<file path="config.mk">
export PLATFORM = sky130hd
export DESIGN_NAME = rom_loader_flat
export DESIGN_NICKNAME = d
export VERILOG_FILES = /design/src/rtl/rom_loader_pkg.sv /design/src/rtl/rom_loader_if.sv /design/src/rtl/rom_loader.sv /design/src/flat_wrapper.sv
export SDC_FILE = /design/constraint.sdc
export NUM_CORES = 1
export LEC_CHECK = 0
export ABC_AREA = 0
export BUFFER_PORTS_ARGS = -buffer_cell sky130_fd_sc_hd__buf_2
export CAP_MARGIN = 10
export CORE_UTILIZATION = 30
export DETAILED_ROUTE_END_ITERATION = 10
export PLACE_DENSITY_LB_ADDON = 0.12
export SETUP_SLACK_MARGIN = 0.4
export SYNTH_ARGS = -nofsm -noshare
export SYNTH_HDL_FRONTEND = slang
export SYNTH_SLANG_ARGS = --single-unit
</file>
<file path="constraint.sdc">
create_clock -name clk -period 3.65 [get_ports clk]
set_clock_uncertainty 0.2 [all_clocks]
set_input_delay 0.73 -clock clk [delete_from_list [all_inputs] [get_ports clk]]
set_output_delay 0.73 -clock clk [all_outputs]
set_load 0.005 [all_outputs]
</file>
<file path="src/rtl/rom_loader_pkg.sv">
// Shared types and lane constants for the ROM download packer.
package rom_loader_pkg;

    typedef enum logic [2:0] {
        IDLE,
        HAVE_HI,
        ISSUE,
        FLUSH,
        DONE
    } state_t;

    localparam logic [1:0] BE_HI   = 2'b10;
    localparam logic [1:0] BE_LO   = 2'b01;
    localparam logic [1:0] BE_BOTH = 2'b11;

endpackage

</file>
<file path="src/rtl/rom_loader_if.sv">
// SDRAM write channel between the ROM loader and the ch3 mux (toggle req/ack).
interface rom_loader_if;
    logic [26:0] addr;
    logic [15:0] data;
    logic [1:0]  be;
    logic        rw;
    logic        req;
    logic        ack;

    modport master (output addr, data, be, rw, req, input ack);
    modport slave  (input addr, data, be, rw, req, output ack);
endinterface

</file>
<file path="src/rtl/rom_loader.sv">
// Packs the HPS ioctl byte stream into big-endian 16-bit SDRAM writes with a 1-entry skid.
// Optional ROM_LOADER_CHECKSUM_EN adds a 16-bit wrapping byte sum output.
module rom_loader
    import rom_loader_pkg::*;
#(
    parameter logic [7:0]  ROM_INDEX = 8'd0,
    parameter logic [26:0] BASE_ADDR = 27'h0,
    parameter logic [26:0] MAX_SIZE  = 27'h400000
) (
    input  logic         clk,
    input  logic         reset,
    input  logic         ioctl_download,
    input  logic [7:0]   ioctl_index,
    input  logic         ioctl_wr,
    input  logic [26:0]  ioctl_addr,
    input  logic [7:0]   ioctl_dout,
    output logic         ioctl_wait,
    rom_loader_if.master sdr,
    output logic         rom_ready,
    output logic         overflow
`ifdef ROM_LOADER_CHECKSUM_EN
    ,
    output logic [15:0]  checksum
`endif
);

    state_t      state, state_nxt;
    logic        req, pending;
    logic [26:0] addr_q;
    logic [15:0] data_q;
    logic [1:0]  be_q;
    logic [25:0] hold_idx;
    logic        skid_valid;
    logic [26:0] skid_addr;
    logic [7:0]  skid_data;
    logic        loading, dl_prev;
    logic        idx_hit, acc, dl_end, dl_rise;
    logic        src_skid;
    logic [26:0] src_addr;
    logic [7:0]  src_data;
    logic        do_byte, do_merge, do_flush, skid_ld, skid_clr;

    assign idx_hit  = ioctl_download && (ioctl_index == ROM_INDEX);
    assign acc      = idx_hit && ioctl_wr && (ioctl_addr < MAX_SIZE);
    assign dl_end   = loading && !ioctl_download;
    assign dl_rise  = idx_hit && !dl_prev;
    assign pending  = req != sdr.ack;

    // Once the outstanding write is acked, a parked skid byte takes priority over the bus.
    assign src_skid = (state == ISSUE) && !pending && skid_valid;
    assign src_addr = src_skid ? skid_addr : ioctl_addr;
    assign src_data = src_skid ? skid_data : ioctl_dout;

    always_ff @(posedge clk) begin
        if (reset) state <= IDLE;
        else       state <= state_nxt;
    end

    always_comb begin
        state_nxt = state;
        do_byte   = 1'b0;
        do_merge  = 1'b0;
        do_flush  = 1'b0;
        skid_ld   = 1'b0;
        skid_clr  = 1'b0;
        case (state)
            IDLE: begin
                if (acc)         do_byte   = 1'b1;
                else if (dl_end) state_nxt = FLUSH;
            end
            HAVE_HI: begin
                if (acc) begin
                    state_nxt = ISSUE;
                    if (ioctl_addr[0] && (ioctl_addr[26:1] == hold_idx)) begin
                        do_merge = 1'b1;
                    end else begin
                        do_flush = 1'b1;
                        skid_ld  = 1'b1;
                    end
                end else if (dl_end) begin
                    do_flush  = 1'b1;
                    state_nxt = FLUSH;
                end
            end
            ISSUE: begin
                if (pending) begin
                    skid_ld = acc;
                end else if (skid_valid) begin
                    do_byte  = 1'b1;
                    skid_clr = 1'b1;
                end else if (acc) begin
                    do_byte = 1'b1;
                end else begin
                    state_nxt = IDLE;
                end
            end
            FLUSH:   if (!pending && !skid_valid) state_nxt = DONE;
            DONE:    if (dl_rise) state_nxt = IDLE;
            default: state_nxt = IDLE;
        endcase
        if (do_byte) state_nxt = src_addr[0] ? ISSUE : HAVE_HI;
    end

    always_comb begin
        ioctl_wait = pending || skid_valid;
        rom_ready  = state == DONE;
        sdr.addr   = addr_q;
        sdr.data   = data_q;
        sdr.be     = be_q;
        sdr.rw     = 1'b0;
        sdr.req    = req;
    end

    always_ff @(posedge clk) begin
        if (reset) begin
            req        <= 1'b0;
            addr_q     <= '0;
            data_q     <= '0;
            be_q       <= '0;
            hold_idx   <= '0;
            skid_valid <= 1'b0;
            skid_addr  <= '0;
            skid_data  <= '0;
            overflow   <= 1'b0;
            loading    <= 1'b0;
            dl_prev    <= 1'b0;
        end else begin
            dl_prev <= ioctl_download;
            loading <= (state_nxt == DONE) ? 1'b0 : (loading || idx_hit);
            if (idx_hit && ioctl_wr && (ioctl_addr >= MAX_SIZE)) overflow <= 1'b1;

            if (do_byte) begin
                addr_q   <= BASE_ADDR + {src_addr[26:1], 1'b0};
                hold_idx <= src_addr[26:1];
                if (src_addr[0]) begin
                    data_q <= {8'h00, src_data};
                    be_q   <= BE_LO;
                    req    <= ~req;
                end else begin
                    // Held high byte is pre-staged as a high-lane-only write for a later flush.
                    data_q <= {src_data, 8'h00};
                    be_q   <= BE_HI;
                end
            end
            if (do_merge) begin
                data_q[7:0] <= ioctl_dout;
                be_q        <= BE_BOTH;
                req         <= ~req;
            end
            if (do_flush) req <= ~req;

            if (skid_ld) begin
                skid_valid <= 1'b1;
                skid_addr  <= ioctl_addr;
                skid_data  <= ioctl_dout;
            end else if (skid_clr) begin
                skid_valid <= 1'b0;
            end
        end
    end

`ifdef ROM_LOADER_CHECKSUM_EN
    always_ff @(posedge clk) begin
        if (reset) checksum <= '0;
        else checksum <= (dl_rise ? 16'h0 : checksum)
                       + ((acc && state != DONE) ? {8'h00, ioctl_dout} : 16'h0);
    end
`endif

    skid_overrun: assert property (@(posedge clk) disable iff (reset) !(acc && skid_valid))
        else $error("rom_loader: byte received while skid register full");

endmodule

</file>
<file path="src/flat_wrapper.sv">
// flat-port wrapper written by rule: the top's interface ports become plain ports
module rom_loader_flat import rom_loader_pkg::*;
#(
    parameter logic [7:0]  ROM_INDEX = 8'd0,
    parameter logic [26:0] BASE_ADDR = 27'h0,
    parameter logic [26:0] MAX_SIZE  = 27'h400000
)
  (clk, reset, ioctl_download, ioctl_index, ioctl_wr, ioctl_addr, ioctl_dout, ioctl_wait, rom_ready, overflow, sdr_addr, sdr_data, sdr_be, sdr_rw, sdr_req, sdr_ack);
  rom_loader_if sdr_i ();
  input  logic clk;
  input  logic reset;
  input  logic ioctl_download;
  input  logic [7:0] ioctl_index;
  input  logic ioctl_wr;
  input  logic [26:0] ioctl_addr;
  input  logic [7:0] ioctl_dout;
  output logic ioctl_wait;
  output logic rom_ready;
  output logic overflow;
  output wire logic [$bits(sdr_i.addr)-1:0] sdr_addr;
  output wire logic [$bits(sdr_i.data)-1:0] sdr_data;
  output wire logic [$bits(sdr_i.be)-1:0] sdr_be;
  output wire logic [$bits(sdr_i.rw)-1:0] sdr_rw;
  output wire logic [$bits(sdr_i.req)-1:0] sdr_req;
  input wire logic [$bits(sdr_i.ack)-1:0] sdr_ack;
  assign sdr_addr = sdr_i.addr;
  assign sdr_data = sdr_i.data;
  assign sdr_be = sdr_i.be;
  assign sdr_rw = sdr_i.rw;
  assign sdr_req = sdr_i.req;
  assign sdr_i.ack = sdr_ack;
  rom_loader #(.ROM_INDEX(ROM_INDEX), .BASE_ADDR(BASE_ADDR), .MAX_SIZE(MAX_SIZE)) u_core (.clk(clk), .reset(reset), .ioctl_download(ioctl_download), .ioctl_index(ioctl_index), .ioctl_wr(ioctl_wr), .ioctl_addr(ioctl_addr), .ioctl_dout(ioctl_dout), .ioctl_wait(ioctl_wait), .sdr(sdr_i), .rom_ready(rom_ready), .overflow(overflow));
endmodule
</file>
## Yosys cells after proc, flatten, opt, wreduce, memory -nomap -nowiden

Cells that the tools add are included.

- $lt $le $gt $ge: 2
- Equal/unequal tests: 7
- Mux-type cells: 42
- Bitwise operators: 1
- Reduce and logical (&&, ||, !) cells: 24

Operators with widths:

| cell | number |
|---|---|
| $ge A27 B23 Y1 const B | 1 |
| $lt A27 B23 Y1 const B | 1 |
| $mux W27 | 1 |
| $mux W3 | 9 |
| $eq A26 B26 Y1 | 1 |
| $mux W8 | 3 |
| $mux W1 | 21 |
| $mux W16 | 1 |
| $pmux W3 S5 | 1 |
| $logic_and A1 B1 Y1 | 10 |
| $logic_not A8 Y1 | 1 |
| $mux W2 | 4 |
| $eq A3 B2 Y1 const B | 2 |
| $eq A3 B3 Y1 const B | 2 |
| $reduce_bool A3 Y1 | 2 |
| $logic_not A1 Y1 | 4 |
| $pmux W1 S2 | 2 |
| $reduce_bool A2 Y1 | 2 |
| $eq A3 B1 Y1 const B | 1 |
| $logic_not A3 Y1 | 1 |
| $logic_or A1 B1 Y1 | 2 |
| $reduce_and A2 Y1 | 1 |
| $reduce_or A2 Y1 | 1 |
| $ne A1 B1 Y1 | 1 |
| $not A1 Y1 | 1 |

- Register bits after elaboration: 87
- Word-level logic and storage cells: 88

## Logic depth before layout (Yosys ltp)

- Depth after elaboration: 11
- Gate-level depth with buffers: 8

## Least setup slack after synthesis

Ideal clock, no wire load.

- Path type: input to register
- From: in ioctl_index[2]
- To: reg u_core.skid_data[5]
- Library setup time: 0.123 ns
- Data arrival time: 2.664 ns
- Slack: 0.663 ns
- Stages: 6
- Path buffers: 1
- Path through: or4_4 -> and4b_1 -> o21ai_2 -> a311oi_4 -> buf_6 -> mux2_1

- Word-level cells in the longest chain between the ends: 6
- Elaborated cells on any way between the ends: 7
- Those cells by class: 3 x mux; 4 x reduce/logical

RTL lines:

| element | RTL line | text |
|---|---|---|
| from (decl) | flat_wrapper.sv:13 | `input logic [7:0] ioctl_index;` |
| $logic_not A8 Y1 * | rom_loader.sv:43 | `assign idx_hit = ioctl_download && (ioctl_index == ROM_INDEX);` |
| $logic_and A1 B1 Y1 * | rom_loader.sv:43 |  |
| $logic_and A1 B1 Y1 * (2 in series) | rom_loader.sv:44 | `assign acc = idx_hit && ioctl_wr && (ioctl_addr < MAX_SIZE);` |
| $mux W1 (on tied branches) | rom_loader.sv:86, rom_loader.sv:72 |  |
| $pmux W1 S2 * | rom_loader.sv:66 | `case (state)` |
| to (signal assigned) | rom_loader.sv:155 | `skid_data <= ioctl_dout;` |
| to (decl) | rom_loader.sv:35 | `logic [7:0] skid_data;` |

Mark *: on every way between the ends. The rest lies on a longest branch, timed or not.
A chain may end at the register's enable or synchronous reset.

## Worst setup path in the final report

- From: reg u_core.state[1]
- To: reg u_core.be_q[0], in the netlist u_core.sdr.be[0]

- Word-level cells in the longest chain between the ends: 7
- Elaborated cells on any way between the ends: 12
- Those cells by class: 2 x eq/ne; 6 x mux; 4 x reduce/logical

RTL lines:

| element | RTL line | text |
|---|---|---|
| from (decl) | rom_loader.sv:27 | `state_t state, state_nxt;` |
| from (signal assigned) | rom_loader.sv:56 | `else state <= state_nxt;` |
| $eq A3 B2 Y1 | rom_loader.sv:50, rom_loader.sv:66 |  |
| $logic_and A1 B1 Y1 (2 in series) | rom_loader.sv:50 | `assign src_skid = (state == ISSUE) && !pending && skid_valid;` |
| $mux W27 | rom_loader.sv:51 | `assign src_addr = src_skid ? skid_addr : ioctl_addr;` |
| $mux W2 | rom_loader.sv:135 | `if (src_addr[0]) begin` |
| $mux W2 | rom_loader.sv:132 | `if (do_byte) begin` |
| $mux W2 | rom_loader.sv:145 | `if (do_merge) begin` |
| to (signal assigned) | rom_loader.sv:137 | `be_q <= BE_LO;` |
| to (signal assigned) | rom_loader.sv:142 | `be_q <= BE_HI;` |
| to (signal assigned) | rom_loader.sv:147 | `be_q <= BE_BOTH;` |
| to (decl) | rom_loader.sv:31 | `logic [1:0] be_q;` |

Several ways; a longest one is shown, not always the timed one. The select of a mux whose other input is x is not followed.

==> results.py <==
metrics = {
    "timing": {
        "slew_headroom": 0.510,
        "min_period_ps": 2830,
        "rsz0062_at_grt": "false",
        "fmax_mhz": 354,
        "fin_crit_sh": 0.774,
        "drv_slew": 0,
        "fin_setup_tns_ps": 0,
        "tightest_slew_ps": 736,
        "finalHoldViolations": 0,
        "setup-violations-final": 0,
    },
    "synth": {
        "synth_top_area_frac": 0.412,
        "synthCells": 488,
        "ys_seq_elements": 87,
        "synth_flop_cell": "dfxtp_1",
        "synthTopCellsByArea": "dfxtp_1 41%, nand2_1 8.8%, mux2i_1 5.4%, xnor2_1 5.4%, a311oi_1 4.3%",
        "syn_avg_cell_area_um2": 8.67,
        "syn_area_um2": 4230,
        "yosysMostFrequentCell": "nand2_1",
        "ys_types": 47,
        "ys_warn_count": 0,
        "yosys-top-cells-count": "99 x nand2_1, 87 x dfxtp_1, 34 x nor2_1",
        "synth_edf_count": 0,
        "synthArstFlopShare": 0,
        "synth_top_cell_by_area": "dfxtp_1",
        "yosysSeqAreaShare": 0.412,
    },
    "floorplanning": {
        "dieArea_um2": 14600,
        "start_util": 0.306,
        "die_h_um": 121,
        "coreArea_um2": 13800,
        "io_pins": 98,
        "fp.dieW_um": 121,
        "std_cell_rows": 43,
    },
    "hold_path": {
        "hp-class": "reg2reg",
    },
    "grt": {
        "grtUsageTotal": 0.173,
        "grt_pass1_vias": 3635,
        "grt_max_degree": 65,
        "antenna_found_initial": 0,
        "overflow": 0,
        "grt_pass1_wl_um": 19200,
    },
    "power_and_ir_drop": {
        "p_per_area_nw_per_um2": 400,
        "power.leakage_nw": 1.97,
        "vdd_ir_drop_max_mv": 0.212,
    },
    "job": {
        "max_cap_violations": 0,
    },
    "clocking": {
        "htreeDepth": 3,
        "post-cts-setup-buffer-count": 0,
        "ctsResizeCount": 0,
        "root_buffer": "clkbuf_16",
        "clkTransAtPathRegs_ps": 60,
        "cts-buffers-inserted": 9,
        "clock-sinks": 87,
        "clkLatencyLatePin_ps": 340,
        "hold_buffers": 0,
        "clockBufferDepth": 2,
        "cts_tree": "yes",
    },
    "status": {
        "status": "complete, no violations",
    },
    "place": {
        "portBuffers": 95,
        "gp_congestion": 0.775,
        "place_inst": 742,
        "placed_area_um2": 4880,
        "place_hpwl_um": 8360,
    },
    "layout": {
        "nNetsFinal": 621,
        "syn_to_final_growth_pct": 22.9,
        "final_area_um2": 5200,
        "final_cells": 758,
        "fin_util": 0.376,
        "num_antenna_cells": 0,
        "drive_gt1_frac": 0.265,
    },
    "routing": {
        "vias_per_cell": 5.04,
        "drt_wl_total_um": 12200,
        "dr.pass1.iters": 4,
        "route.detailed.drc": 0,
        "antenna_left": 0,
        "drt-initial-drc-count": 235,
        "wire_per_inst_um": 16.1,
        "num_vias": 3824,
    },
    "critical_path": {
        "cp_max_fo": 12,
        "start_kind": "flip-flop",
        "path_class": "reg2reg",
        "worstSetupEndpointType": "flip-flop",
        "required_ps": 3650,
        "cp_data_arrival_time_ps": 2820,
    },
}
## layout by cell type, fill, tap and decap left out, types with 9 or more instances in the layout
cell       synthesis  layout
nand4_1           28      28
mux2i_1           23      23
nor2b_1           19      19
nand2_1           99      99
nor2_1            34      34
a21oi_1           12      12
buf_4              4      15
nor3b_1            9       9
clkbuf_16          0       9
dfxtp_1           87      87
o211ai_1           9       9
buf_2              9      95
nand3_1           20      20
xnor2_1           26      26
mux2_2            15      15
a311oi_1          21      21
## sequential cells by signal (all words and copies together), names as in the netlist
name and cells:
u_core.state 3, u_core.hold_idx 26, u_core.dl_prev 1, u_core.sdr.data 16
u_core.overflow 1, u_core.skid_valid 1, u_core.loading 1, u_core.skid_data 8
u_core.sdr.req 1, u_core.skid_addr 27, u_core.sdr.be 2
## stage by stage
stage          hold slack, ps  worst slack, ps  total power [W]
2_1_floorplan             235              663          0.00104
3_3_place_gp              237              476          0.00110
3_5_place_dp              242              438          0.00110
4_1_cts                   251              806          0.00211
5_1_grt                   264              695          0.00216
6_report                  247              825          0.00208
## logic make-up after synthesis
family / count (synthesis) / share of synthesized area
muxes: 42 / 0.108
DFF: 87 / 0.412
buffers and inverters: 39 / 0.0426
other: 1 / 0.000886
xor gates and xnor gates: 27 / 0.0559
AOI/OAI and AO/OA: 64 / 0.117
and+or+nand+nor: 228 / 0.265
## where the power goes
part,switching [W],leakage [nW],internal (W)
logic,0.0000789,1.12,0.0000469
registers,0.000000254,0.701,0.000950
clock network,0.000387,0.156,0.000619
total,0.000466,1.97,0.00162
## layout make-up
class | count | area, um^2
clock buffer | 11 | 243
clock inverter | 5 | 81.3
fill | 1439 | 8630
inverter | 2 | 7.51
multi-input combinational | 363 | 2310
sequential | 87 | 1740
tap | 180 | 225
timing repair buffer | 110 | 588
## per-layer routing
| layer | routed length (um) | track usage |
|---|---|---|
| met5 | 0 | 0 |
| met4 | 88 | 0.0517 |
| met3 | 546 | 0.0387 |
| met2 | 5450 | 0.268 |
| met1 | 6080 | 0.237 |
## worst paths after layout
kind | startpoint | end | slack, ps | cells past startpoint
min reg2reg | u_core.sdr.data[8] | u_core.sdr.data[8] | 250 | 2
max reg2reg | u_core.state[1] | u_core.sdr.be[0] | 820 | 6
min | u_core.sdr.data[8] | u_core.sdr.data[8] | 250 | 2
max | u_core.state[1] | u_core.sdr.be[0] | 820 | 6
## worst max-delay path, cell delays in order, from the launching register on
cell and delay [ps]:
dfxtp_1 530, or3b_2 510, or3_1 540, buf_4 270
mux2_2 380, mux2i_1 160, a21oi_1 80
No activity file was read; power rests on OpenSTA's default activity.
